File: src/rtl/ysyx_22040175_mem_arb_pkg.sv
// Shared types for the IFU/LSU data-memory arbiter: FSM states, owner encoding
// and the width of the BUSY timeout counter.
package ysyx_22040175_arb_pkg;

    typedef enum logic [1:0] {
        IDLE = 2'd0,
        BUSY = 2'd1,
        RESP = 2'd2
    } state_e;

    typedef enum logic {
        OWN_IFU = 1'b0,
        OWN_LSU = 1'b1
    } owner_e;

    localparam int TO_W = 8;

endpackage

File: src/rtl/ysyx_22040175_mem_arb_if.sv
// Bundle of requester-side (IFU, LSU) and memory-side signals of the arbiter.
// The arbiter uses the slave modport; the surrounding core/memory use master.
interface ysyx_22040175_mem_arb_if #(
    parameter int AW = 32,
    parameter int DW = 32
);
    logic            ifu_req;
    logic [AW-1:0]   ifu_addr;
    logic            ifu_gnt;
    logic            ifu_rvalid;
    logic [DW-1:0]   ifu_rdata;

    logic            lsu_req;
    logic            lsu_we;
    logic [AW-1:0]   lsu_addr;
    logic [DW-1:0]   lsu_wdata;
    logic [DW/8-1:0] lsu_wmask;
    logic            lsu_gnt;
    logic            lsu_rvalid;
    logic [DW-1:0]   lsu_rdata;

    logic            mem_req;
    logic            mem_we;
    logic [AW-1:0]   mem_addr;
    logic [DW-1:0]   mem_wdata;
    logic [DW/8-1:0] mem_wmask;
    logic            mem_ready;
    logic [DW-1:0]   mem_rdata;

    modport slave (
        input  ifu_req, ifu_addr,
        output ifu_gnt, ifu_rvalid, ifu_rdata,
        input  lsu_req, lsu_we, lsu_addr, lsu_wdata, lsu_wmask,
        output lsu_gnt, lsu_rvalid, lsu_rdata,
        output mem_req, mem_we, mem_addr, mem_wdata, mem_wmask,
        input  mem_ready, mem_rdata
    );

    modport master (
        output ifu_req, ifu_addr,
        input  ifu_gnt, ifu_rvalid, ifu_rdata,
        output lsu_req, lsu_we, lsu_addr, lsu_wdata, lsu_wmask,
        input  lsu_gnt, lsu_rvalid, lsu_rdata,
        input  mem_req, mem_we, mem_addr, mem_wdata, mem_wmask,
        output mem_ready, mem_rdata
    );

endinterface

File: src/rtl/ysyx_22040175_mem_arb_rr_pick.sv
// Two-way round-robin picker: req[0]=IFU, req[1]=LSU; on a tie the requester
// that did not own the previous access wins. grant is one-hot or zero.
module ysyx_22040175_rr_pick
    import ysyx_22040175_arb_pkg::*;
(
    input  logic [1:0] req,
    input  owner_e     last_owner,
    output logic [1:0] grant
);

    // NOTE: combinational blocks assign every output a default first so no latch is inferred.
    always_comb begin
        grant = 2'b00;
        case (req)
            2'b01:   grant = 2'b01;
            2'b10:   grant = 2'b10;
            2'b11:   grant = (last_owner == OWN_LSU) ? 2'b01 : 2'b10;
            default: grant = 2'b00;
        endcase
    end

endmodule

File: src/rtl/ysyx_22040175_mem_arb.sv
// IFU/LSU arbiter in front of the single-port data memory (IDLE/BUSY/RESP FSM).
// Optional build macro YSYX_22040175_MEM_ARB_PERF_EN adds saturating perf counters.
module ysyx_22040175_mem_arb
    import ysyx_22040175_arb_pkg::*;
#(
    parameter int AW      = 32,
    parameter int DW      = 32,
    parameter int TIMEOUT = 255
) (
    input  logic                     clk,
    input  logic                     rst,
    ysyx_22040175_mem_arb_if.slave   bus,
    output logic                     err
`ifdef YSYX_22040175_MEM_ARB_PERF_EN
    ,
    output logic [31:0]              perf_ifu_cnt,
    output logic [31:0]              perf_lsu_cnt,
    output logic [31:0]              perf_stall_cnt
`endif
);

    localparam logic [TO_W-1:0] TO_LAST = TO_W'(TIMEOUT - 1);

    state_e          state_q, state_d;
    owner_e          owner_q, last_owner_q;
    logic [TO_W-1:0] cnt_q;
    logic            timed_out_q;
    logic            we_q;
    logic [AW-1:0]   addr_q;
    logic [DW-1:0]   wdata_q;
    logic [DW/8-1:0] wmask_q;
    logic [DW-1:0]   ifu_rdata_q, lsu_rdata_q;

    logic [1:0]      grant;
    logic            idle_ok, ifu_gnt, lsu_gnt, abort;

    ysyx_22040175_rr_pick u_pick (
        .req        ({bus.lsu_req, bus.ifu_req}),
        .last_owner (last_owner_q),
        .grant      (grant)
    );

    // Grants exist only in IDLE and are suppressed while reset is being applied.
    assign idle_ok = (state_q == IDLE) && !rst;
    assign ifu_gnt = idle_ok && grant[0];
    assign lsu_gnt = idle_ok && grant[1];
    assign abort   = (state_q == BUSY) && !bus.mem_ready && (cnt_q == TO_LAST);

    always_comb begin
        state_d = state_q;
        case (state_q)
            IDLE:    if (ifu_gnt || lsu_gnt) state_d = BUSY;
            BUSY:    if (bus.mem_ready || abort) state_d = RESP;
            RESP:    state_d = IDLE;
            default: state_d = IDLE;
        endcase
    end

    // NOTE: sequential state uses non-blocking assignments so all flops update together.
    always_ff @(posedge clk) begin
        if (rst) state_q <= IDLE;
        else     state_q <= state_d;
    end

    always_ff @(posedge clk) begin
        if (rst) begin
            owner_q      <= OWN_IFU;
            last_owner_q <= OWN_LSU;
            cnt_q        <= '0;
            timed_out_q  <= 1'b0;
            we_q         <= 1'b0;
            addr_q       <= '0;
            wdata_q      <= '0;
            wmask_q      <= '0;
            ifu_rdata_q  <= '0;
            lsu_rdata_q  <= '0;
        end else begin
            case (state_q)
                IDLE: begin
                    cnt_q       <= '0;
                    timed_out_q <= 1'b0;
                    if (ifu_gnt) begin
                        owner_q <= OWN_IFU;
                        we_q    <= 1'b0;
                        addr_q  <= bus.ifu_addr;
                        wdata_q <= '0;
                        wmask_q <= '0;
                    end else if (lsu_gnt) begin
                        owner_q <= OWN_LSU;
                        we_q    <= bus.lsu_we;
                        addr_q  <= bus.lsu_addr;
                        wdata_q <= bus.lsu_wdata;
                        wmask_q <= bus.lsu_wmask;
                    end
                end
                BUSY: begin
                    if (bus.mem_ready) begin
                        if (owner_q == OWN_IFU) ifu_rdata_q <= bus.mem_rdata;
                        else                    lsu_rdata_q <= we_q ? '0 : bus.mem_rdata;
                    end else if (abort) begin
                        timed_out_q <= 1'b1;
                    end else begin
                        cnt_q <= cnt_q + 1'b1;
                    end
                end
                RESP:    last_owner_q <= owner_q;
                default: ;
            endcase
        end
    end

    assign bus.ifu_gnt    = ifu_gnt;
    assign bus.lsu_gnt    = lsu_gnt;
    assign bus.mem_req    = (state_q == BUSY);
    assign bus.mem_we     = we_q;
    assign bus.mem_addr   = addr_q;
    assign bus.mem_wdata  = wdata_q;
    assign bus.mem_wmask  = wmask_q;
    assign bus.ifu_rdata  = ifu_rdata_q;
    assign bus.lsu_rdata  = lsu_rdata_q;
    assign bus.ifu_rvalid = (state_q == RESP) && !timed_out_q && (owner_q == OWN_IFU);
    assign bus.lsu_rvalid = (state_q == RESP) && !timed_out_q && (owner_q == OWN_LSU);
    assign err            = (state_q == RESP) && timed_out_q;

`ifdef YSYX_22040175_MEM_ARB_PERF_EN
    function automatic logic [31:0] sat_inc(input logic [31:0] v);
        return (v == 32'hFFFF_FFFF) ? v : v + 32'd1;
    endfunction

    always_ff @(posedge clk) begin
        if (rst) begin
            perf_ifu_cnt   <= '0;
            perf_lsu_cnt   <= '0;
            perf_stall_cnt <= '0;
        end else begin
            if (bus.ifu_rvalid) perf_ifu_cnt <= sat_inc(perf_ifu_cnt);
            if (bus.lsu_rvalid) perf_lsu_cnt <= sat_inc(perf_lsu_cnt);
            if ((bus.ifu_req && !ifu_gnt) || (bus.lsu_req && !lsu_gnt))
                perf_stall_cnt <= sat_inc(perf_stall_cnt);
        end
    end
`endif

endmodule

File: src/flat_wrapper.sv
// flat-port wrapper written by rule: the top's interface ports become plain ports
module ysyx_22040175_mem_arb_flat import ysyx_22040175_arb_pkg::*;
#(
    parameter int AW      = 32,
    parameter int DW      = 32,
    parameter int TIMEOUT = 255
)
  (clk, rst, err, bus_ifu_req, bus_ifu_addr, bus_ifu_gnt, bus_ifu_rvalid, bus_ifu_rdata, bus_lsu_req, bus_lsu_we, bus_lsu_addr, bus_lsu_wdata, bus_lsu_wmask, bus_lsu_gnt, bus_lsu_rvalid, bus_lsu_rdata, bus_mem_req, bus_mem_we, bus_mem_addr, bus_mem_wdata, bus_mem_wmask, bus_mem_ready, bus_mem_rdata);
  ysyx_22040175_mem_arb_if #(.AW(AW), .DW(DW)) bus_i ();
  input  logic clk;
  input  logic rst;
  output logic err;
  input wire logic [$bits(bus_i.ifu_req)-1:0] bus_ifu_req;
  input wire logic [$bits(bus_i.ifu_addr)-1:0] bus_ifu_addr;
  output wire logic [$bits(bus_i.ifu_gnt)-1:0] bus_ifu_gnt;
  output wire logic [$bits(bus_i.ifu_rvalid)-1:0] bus_ifu_rvalid;
  output wire logic [$bits(bus_i.ifu_rdata)-1:0] bus_ifu_rdata;
  input wire logic [$bits(bus_i.lsu_req)-1:0] bus_lsu_req;
  input wire logic [$bits(bus_i.lsu_we)-1:0] bus_lsu_we;
  input wire logic [$bits(bus_i.lsu_addr)-1:0] bus_lsu_addr;
  input wire logic [$bits(bus_i.lsu_wdata)-1:0] bus_lsu_wdata;
  input wire logic [$bits(bus_i.lsu_wmask)-1:0] bus_lsu_wmask;
  output wire logic [$bits(bus_i.lsu_gnt)-1:0] bus_lsu_gnt;
  output wire logic [$bits(bus_i.lsu_rvalid)-1:0] bus_lsu_rvalid;
  output wire logic [$bits(bus_i.lsu_rdata)-1:0] bus_lsu_rdata;
  output wire logic [$bits(bus_i.mem_req)-1:0] bus_mem_req;
  output wire logic [$bits(bus_i.mem_we)-1:0] bus_mem_we;
  output wire logic [$bits(bus_i.mem_addr)-1:0] bus_mem_addr;
  output wire logic [$bits(bus_i.mem_wdata)-1:0] bus_mem_wdata;
  output wire logic [$bits(bus_i.mem_wmask)-1:0] bus_mem_wmask;
  input wire logic [$bits(bus_i.mem_ready)-1:0] bus_mem_ready;
  input wire logic [$bits(bus_i.mem_rdata)-1:0] bus_mem_rdata;
  assign bus_i.ifu_req = bus_ifu_req;
  assign bus_i.ifu_addr = bus_ifu_addr;
  assign bus_ifu_gnt = bus_i.ifu_gnt;
  assign bus_ifu_rvalid = bus_i.ifu_rvalid;
  assign bus_ifu_rdata = bus_i.ifu_rdata;
  assign bus_i.lsu_req = bus_lsu_req;
  assign bus_i.lsu_we = bus_lsu_we;
  assign bus_i.lsu_addr = bus_lsu_addr;
  assign bus_i.lsu_wdata = bus_lsu_wdata;
  assign bus_i.lsu_wmask = bus_lsu_wmask;
  assign bus_lsu_gnt = bus_i.lsu_gnt;
  assign bus_lsu_rvalid = bus_i.lsu_rvalid;
  assign bus_lsu_rdata = bus_i.lsu_rdata;
  assign bus_mem_req = bus_i.mem_req;
  assign bus_mem_we = bus_i.mem_we;
  assign bus_mem_addr = bus_i.mem_addr;
  assign bus_mem_wdata = bus_i.mem_wdata;
  assign bus_mem_wmask = bus_i.mem_wmask;
  assign bus_i.mem_ready = bus_mem_ready;
  assign bus_i.mem_rdata = bus_mem_rdata;
  ysyx_22040175_mem_arb #(.AW(AW), .DW(DW), .TIMEOUT(TIMEOUT)) u_core (.clk(clk), .rst(rst), .bus(bus_i), .err(err));
endmodule
File: config.mk
export PLATFORM = sky130hd
export DESIGN_NAME = ysyx_22040175_mem_arb_flat
export DESIGN_NICKNAME = d
export VERILOG_FILES = /design/src/rtl/ysyx_22040175_mem_arb_pkg.sv /design/src/rtl/ysyx_22040175_mem_arb_if.sv /design/src/rtl/ysyx_22040175_mem_arb_rr_pick.sv /design/src/rtl/ysyx_22040175_mem_arb.sv /design/src/flat_wrapper.sv
export SDC_FILE = /design/constraint.sdc
export NUM_CORES = 1
export LEC_CHECK = 0
export CAP_MARGIN = 20
export CORE_ASPECT_RATIO = 0.5
export CORE_MARGIN = 8
export CORE_UTILIZATION = 60
export CTS_CLUSTER_DIAMETER = 50
export DETAILED_ROUTE_END_ITERATION = 16
export DONT_BUFFER_PORTS = 1
export PLACE_DENSITY = 0.82
export SLEW_MARGIN = 20
export SYNTH_ARGS = -nofsm -noshare
export SYNTH_HDL_FRONTEND = slang
export SYNTH_SLANG_ARGS = --single-unit
File: constraint.sdc
create_clock -name clk -period 2.95 [get_ports clk]
set_input_delay 0.295 -clock clk [delete_from_list [all_inputs] [get_ports clk]]
set_output_delay 0.295 -clock clk [all_outputs]
set_load 0.005 [all_outputs]
==> metrics, run 1 <==
Die H 84.4 um; DR vias 4785; initial antenna violation count 0; max-cap viol count 0; number of global-route vias before repair 4437; status complete, no violations; Worst Tran Pin Value 1020 ps; Req. time, crit path 2650 ps; NetSw 1.09 mW; unrepaired setup endpoints after global routing no; P_int 3.53 mW; Setup violations, final 0; total inserted antenna cells 0; WL final 15900 um; Setup TNS Final 0 ps; Setup CP Type flip-flop to output pin; Worst-path clk slew 60 ps; CP Max Fanout 51; Syn Inst Count between 600 and 700; power share of the clock group around 49%; minimum clock period after layout 2460 ps; Final ANT Viol Nets 0; Synth Register Bits 146; GPL Wtd Cong ~0.8; Final Slew Violations 0; Final HPWL DP 10800 um; Finished Layout Cells ~780; Peak VDD IR between 0.0004 and 0.0005 V; area growth from synthesis to layout 12.4%; synth top area cells dfxtp_1, nand2_1, a21oi_1, nor2_1, a311oi_1; row count 25; layout cells sized above 1 7.76%; Period Utilization, post-route between 80 and 90%; setup bufs post-CTS 0; Vias per Instance 6.15; Root Buffer clkbuf_16; share of power burned in registers 45.9%; post-cts resize count 0; Die Wd 153 um; static leakage about 2.1 nW; Residual DRC 0; clock buffer count from CTS 17; Initial DRT Pass Iterations 6; CP arrival 2160 ps; endpoints failing hold 0; Fmax 407 MHz; routed length per instance roughly 20 um; Worst setup EP type output pin; Warnings, synthesis 0; placed cells 738; Critical Path Source Type flip-flop; met2 GRT Util roughly two fifths; largest net degree at the start of global routing 139; M1 GR Usage 24.4%; global-route wire length before repair 24400 um; power density cells between 700 and 800 nW/um^2; Core Area 9260 um^2; Yosys top cell area share 52.1%; register area share after synthesis 52.1%; syn_nets 800; busiest layer in global routing met2; met3 Usage GRT 10.2%; Max H-tree Level 4; Yosys top cell by area dfxtp_1; CTS max path bufs 2; mapped cell area 5610 um^2; Combinational Power Share 5.5%; Clock Latency Late Sink 410 ps; synthesized area per cell between 8 and 9 um^2; Final Skew 9.57 ps; GRT overflow 0; I/O pin total approximately 280; post-synth cell types roughly 40; Total Routing Usage GR 23.2%; Initial Util 60.6%; Num Clock Sinks 146; sw frac a little under a quarter; Max-Slew Margin vs Limit 31.7%; HP Class input port to flip-flop; nets@finish slightly below 800; CTS Hold Bufs 8; die area 12900 um^2; Iter 0 DRT Violations approximately 370; TritonCTS clock tree done; PortBufs 0
power groups by stage:
stage	combinational [mW]	clock (mW)	sequential, mW
global placement	0.205	0	2.16
floorplan	0.211	0	2.14
detailed placement	0.214	0	2.17
global route	0.284	2.36	2.13
finish	0.255	2.24	2.12
CTS	0.254	2.28	2.12
worst paths after layout:
| check | from | end | slack [ps] | depth (start not counted) |
|---|---|---|---|---|
| max reg2reg | u_core.state_q[0] | u_core.bus.mem_addr[5] | 740 | 7 |
| max | u_core.state_q[0] | bus_lsu_gnt | 490 | 5 |
| min | bus_mem_rdata[22] | u_core.bus.ifu_rdata[22] | 10 | 2 |
| min reg2reg | u_core.bus.lsu_rdata[15] | u_core.bus.lsu_rdata[15] | 470 | 2 |
cells in the final DEF, fill, tap and decap left out, drive strengths merged, types with 4 or more instances in the layout:
cell         count
dfxtp          146
o21ai            4
clkinvlp         4
nand3            6
a21oi           70
nand3b          33
dlygate4sd3      7
nand2          163
buf             12
clkbuf          19
a22oi           37
nor2            76
a311oi          32
inv             10
synth_stat cells (all sizes together):
| master | number |
|---|---|
| a2111oi | 1 |
| a211oi | 2 |
| a21oi | 70 |
| a22oi | 37 |
| a2bb2oi | 1 |
| a311oi | 32 |
| a41o | 1 |
| and3 | 1 |
| and3b | 1 |
| buf | 24 |
| clkbuf | 30 |
| dfxtp | 146 |
| ha | 2 |
| inv | 6 |
| mux2i | 1 |
| nand2 | 163 |
| nand2b | 3 |
| nand3 | 6 |
| nand3b | 33 |
| nand4 | 2 |
| nand4b | 1 |
| nor2 | 76 |
| nor2b | 1 |
| nor3 | 3 |
| nor3b | 2 |
| o211ai | 2 |
| o21ai | 4 |
| o21bai | 1 |
| o31ai | 1 |
| or3 | 3 |
| or4 | 1 |
| xnor2 | 2 |
| xor2 | 1 |
metrics by stage:
step	utilization [%]	instance area, um^2	hold slack, ps	power [mW]	worst slack [ps]
final	68.1	6310	13.4	4.62	494
after global routing	68.1	6310	3.89	4.77	377
after CTS	68.1	6310	0.762	4.66	492
after detailed placement	60.3	5580	379	2.38	766
after global placement	60.3	5580	377	2.37	917
after floorplan	-	5610	431	2.35	1410
layout make-up:
| cell class | count | area [um^2] |
|---|---|---|
| Clock inverter | 13 | 173 |
| Clock buffer | 19 | 453 |
| Sequential cell | 146 | 2920 |
| Inverter | 6 | 22.5 |
| Tap cell | 121 | 151 |
| Fill cell | 744 | 2950 |
| Multi-Input combinational cell | 454 | 2390 |
| Timing Repair Buffer | 19 | 193 |
worst max-delay path, stage by stage, from the launching register on:
cell,delay [ps]
dfxtp_1,390
nor3_2,340
nand3_2,100
buf_4,250
inv_2,340
buf_12,280
layer usage:
layer | share of wire (%) | vias to the layer above | wire length (um)
met4 | 2.3 | 0 | 370
met2 | 50 | 244 | 7940
met5 | 0 | - | 0
met3 | 11 | 29 | 1750
met1 | 37 | 2274 | 5830
li1 | - | 2238 | -
state kept, by name, indices dropped and copies added, names as in the netlist:
register / flops
u_core.last_owner_q: 1
u_core.bus.mem_wmask: 4
u_core.bus.lsu_rdata: 32
u_core.bus.mem_wdata: 32
u_core.bus.ifu_rdata: 32
u_core.bus.mem_addr: 32
u_core.cnt_q: 8
u_core.owner_q: 1
u_core.bus.mem_we: 1
u_core.state_q: 2
u_core.timed_out_q: 1
logic make-up after synthesis:
kind of cell	share of synthesized area, %
XOR/XNOR	0.469
multiplexers	0.178
buffers and inverters	5.42
AND/OR/NAND/NOR	23.4
flip-flops	52.1
adder cells (fa/ha/maj)	0.446
AO/OA/AOI/OAI	18.0
Power figures use the tool's default switching activity.
==> run 2: changes to the inputs <==
CORE_UTILIZATION = 56   (was 60)
PLACE_DENSITY = 0.8   (was 0.82)
clock period = 2.1 ns   (was 2.95 ns; I/O delays follow)
==> run 2 against run 1 <==
Compared with the run above: design area up 24%; global-route usage increased by 4.7 points; worst hold slack better by 8.6 ps; critical path type is now flip-flop to flip-flop; critical endpoint is now u_core.bus.lsu_rdata[4]; largest power group unchanged.
==> metrics, run 2 (synthesis results as in run 1) <==
Worst setup EP type flip-flop; r2r startpoint u_core.state_q[0]; Setup CP Type flip-flop to flip-flop; Max H-tree Level 4; minimum clock period after layout 2060 ps; Top cell by count, worst path buf_4; unrepaired setup endpoints after global routing yes; Final Slew Violations 0; Initial Util around three fifths; NetSw 1.61 mW; Clock Latency Late Sink 400 ps; Period Utilization, post-route 98.1%; CTS max path bufs 2; busiest layer in global routing met2; Fmax 485 MHz; TritonCTS clock tree done; max-cap viol count 0; largest net degree at the start of global routing 99; Final HPWL DP about 11000 um; Worst Setup SP u_core.state_q[0]; number of global-route vias before repair 5652; met3 Usage GRT 10.5%; CP arrival 2410 ps; Final ANT Viol Nets 0; HP Class input port to flip-flop; share of power burned in registers 44.0%; Num Clock Sinks 146; row count 25; crit path cell chain nor2b_2 > buf_4 > and3_1 > buf_4 > nand3b_1 > a21oi_1 > dlygate4sd3_1; status complete, no violations; Worst-path clk slew 60 ps; Die Wd 158 um; initial antenna violation count 2; Die H 86.8 um; Residual DRC 0; Root Buffer clkbuf_16; Slowest-stage cell, CP dlygate4sd3_1; sw frac 23.7%; endpoints failing hold 0; nets@finish 927; M1 GR Usage 29.1%; Min Hold Slack approximately 22 ps; Filler cells 546; clock buffer count from CTS 17; global-route wire length before repair 30500 um; Max-Slew Margin vs Limit 62.0%; placed inst area 5640 um^2; Core Area ~9600 um^2; power share of the clock group 47.2%; Vias per Instance 6.08; CP Max Fanout 17; P_int 5.18 mW; cell area after layout 7820 um^2; area growth from synthesis to layout 39.4%; PortBufs 0; static leakage 2.88 nW; Setup violations, final 0; WL final 20500 um; routed length per instance approximately 22 um; Total Routing Usage GR between 20% and 30%; Setup crit end u_core.bus.lsu_rdata[4]; most common cell after layout, fill and taps aside nand2_1; Combinational Power Share 8.8%; Initial DRT Pass Iterations 6; power density cells 868 nW/um^2; register area between 2000 and 3000 um^2; met2 GRT Util 50.1%; Multi-input gate area 2410 um^2; most frequent cells in the layout nand2_1, dfxtp_1, dlygate4sd3_1, nor2_1, a21oi_1; Reg2Reg Setup Slack 40 ps; Worst Tran Pin Value around 570 ps; layout cells sized above 1 8.25%; GRT overflow 0; Req. time, crit path 2440 ps; DR vias about 5700; Iter 0 DRT Violations 573; Critical Path Source Type flip-flop; Final Skew 7.45 ps; reg-to-reg critical path endpoint u_core.bus.lsu_rdata[4]; worst r2r path cells 7; max incr delay on CP 550 ps; I/O pin total 277; GPL Wtd Cong 0.828; die area 13700 um^2; Peak VDD IR 0.000556 V
[run 2: changes by cell type in the layout (fill, tap and decap cells not counted), sizes merged]
cell	change
bufinv	+1
buf	+9
clkbuf	-1
dlygate4sd3	+133
clkinv	+1
diode	+2
[run 2: power by group through the flow]
| stage | clock network, mW | registers (mW) | logic [mW] |
|---|---|---|---|
| 6_report | 3.21 | 2.98 | 0.596 |
| 5_1_grt | 3.39 | 2.99 | 0.635 |
| 3_3_place_gp | 0 | 3.04 | 0.303 |
| 2_1_floorplan | 0 | 3.00 | 0.297 |
| 4_1_cts | 3.24 | 2.98 | 0.542 |
| 3_5_place_dp | 0 | 3.04 | 0.316 |
[run 2: layout make-up]
| cell class | instances | area share (%) |
|---|---|---|
| well taps | 135 | 2.16 |
| multi-input cells | 454 | 30.8 |
| clock buffers | 17 | 5.44 |
| diodes | 2 | 0.0640 |
| inverters | 6 | 0.288 |
| flip-flops and latches | 146 | 37.4 |
| repair buffers | 162 | 21.1 |
| clock inverters | 15 | 2.64 |
[run 2: worst min-delay path by stage]
stage,start,endpoint,slack (ps),cells past startpoint
final,bus_lsu_wdata[16],u_core.bus.mem_wdata[16],20,2
after global routing,bus_lsu_wdata[16],u_core.bus.mem_wdata[16],10,2
after CTS,bus_ifu_addr[21],u_core.bus.mem_addr[21],0.1,2
after detailed placement,rst,u_core.bus.mem_wdata[2],290,1
after global placement,rst,u_core.bus.mem_wdata[16],290,1
after floorplan,bus_mem_rdata[0],u_core.bus.ifu_rdata[0],350,2
[run 2: repair_timing]
item                                    in CTS  in global routing
hold endpoints to repair                   139                  1
setup buffers                                0                  7
gates resized for setup                      0                 10
hold buffers                               140                  1
endpoints found under the setup margin       0                 42
[run 2: layer usage]
| metal | wire length, um | share of wire (%) |
|---|---|---|
| met1 | 6840 | 33 |
| met3 | 2460 | 12 |
| met5 | 0 | 0 |
| met2 | 10700 | 52 |
| met4 | 577 | 2.8 |
[run 2: critical path, delay by kind of cell, from the launching register on]
family                 cells  cell delay (ps)
buffers and inverters      3              970
and+or+nand+nor            3              490
DFF                        1              400
AOI/OAI and AO/OA          1              140
[run 2: metrics by stage]
step / setup slack (ps) / std cells / setup TNS [ps] / power, mW / util [%]
floorplan: 560 / 660 / 0 / 3.30 / -
global placement: 439 / 754 / 0 / 3.34 / 58.7
detailed placement: 307 / 754 / 0 / 3.35 / 58.7
CTS: 18.0 / 926 / 0 / 6.76 / 80.1
global route: -64.0 / 937 / -109 / 7.02 / 81.4
finish: 38.9 / 937 / 0 / 6.79 / 81.4
==> run 3: changes to the inputs <==
CTS_CLUSTER_DIAMETER = 150   (was 50)
==> results of run 3 <==
The final DEF is identical to that of run 2; final timing and power are the same.
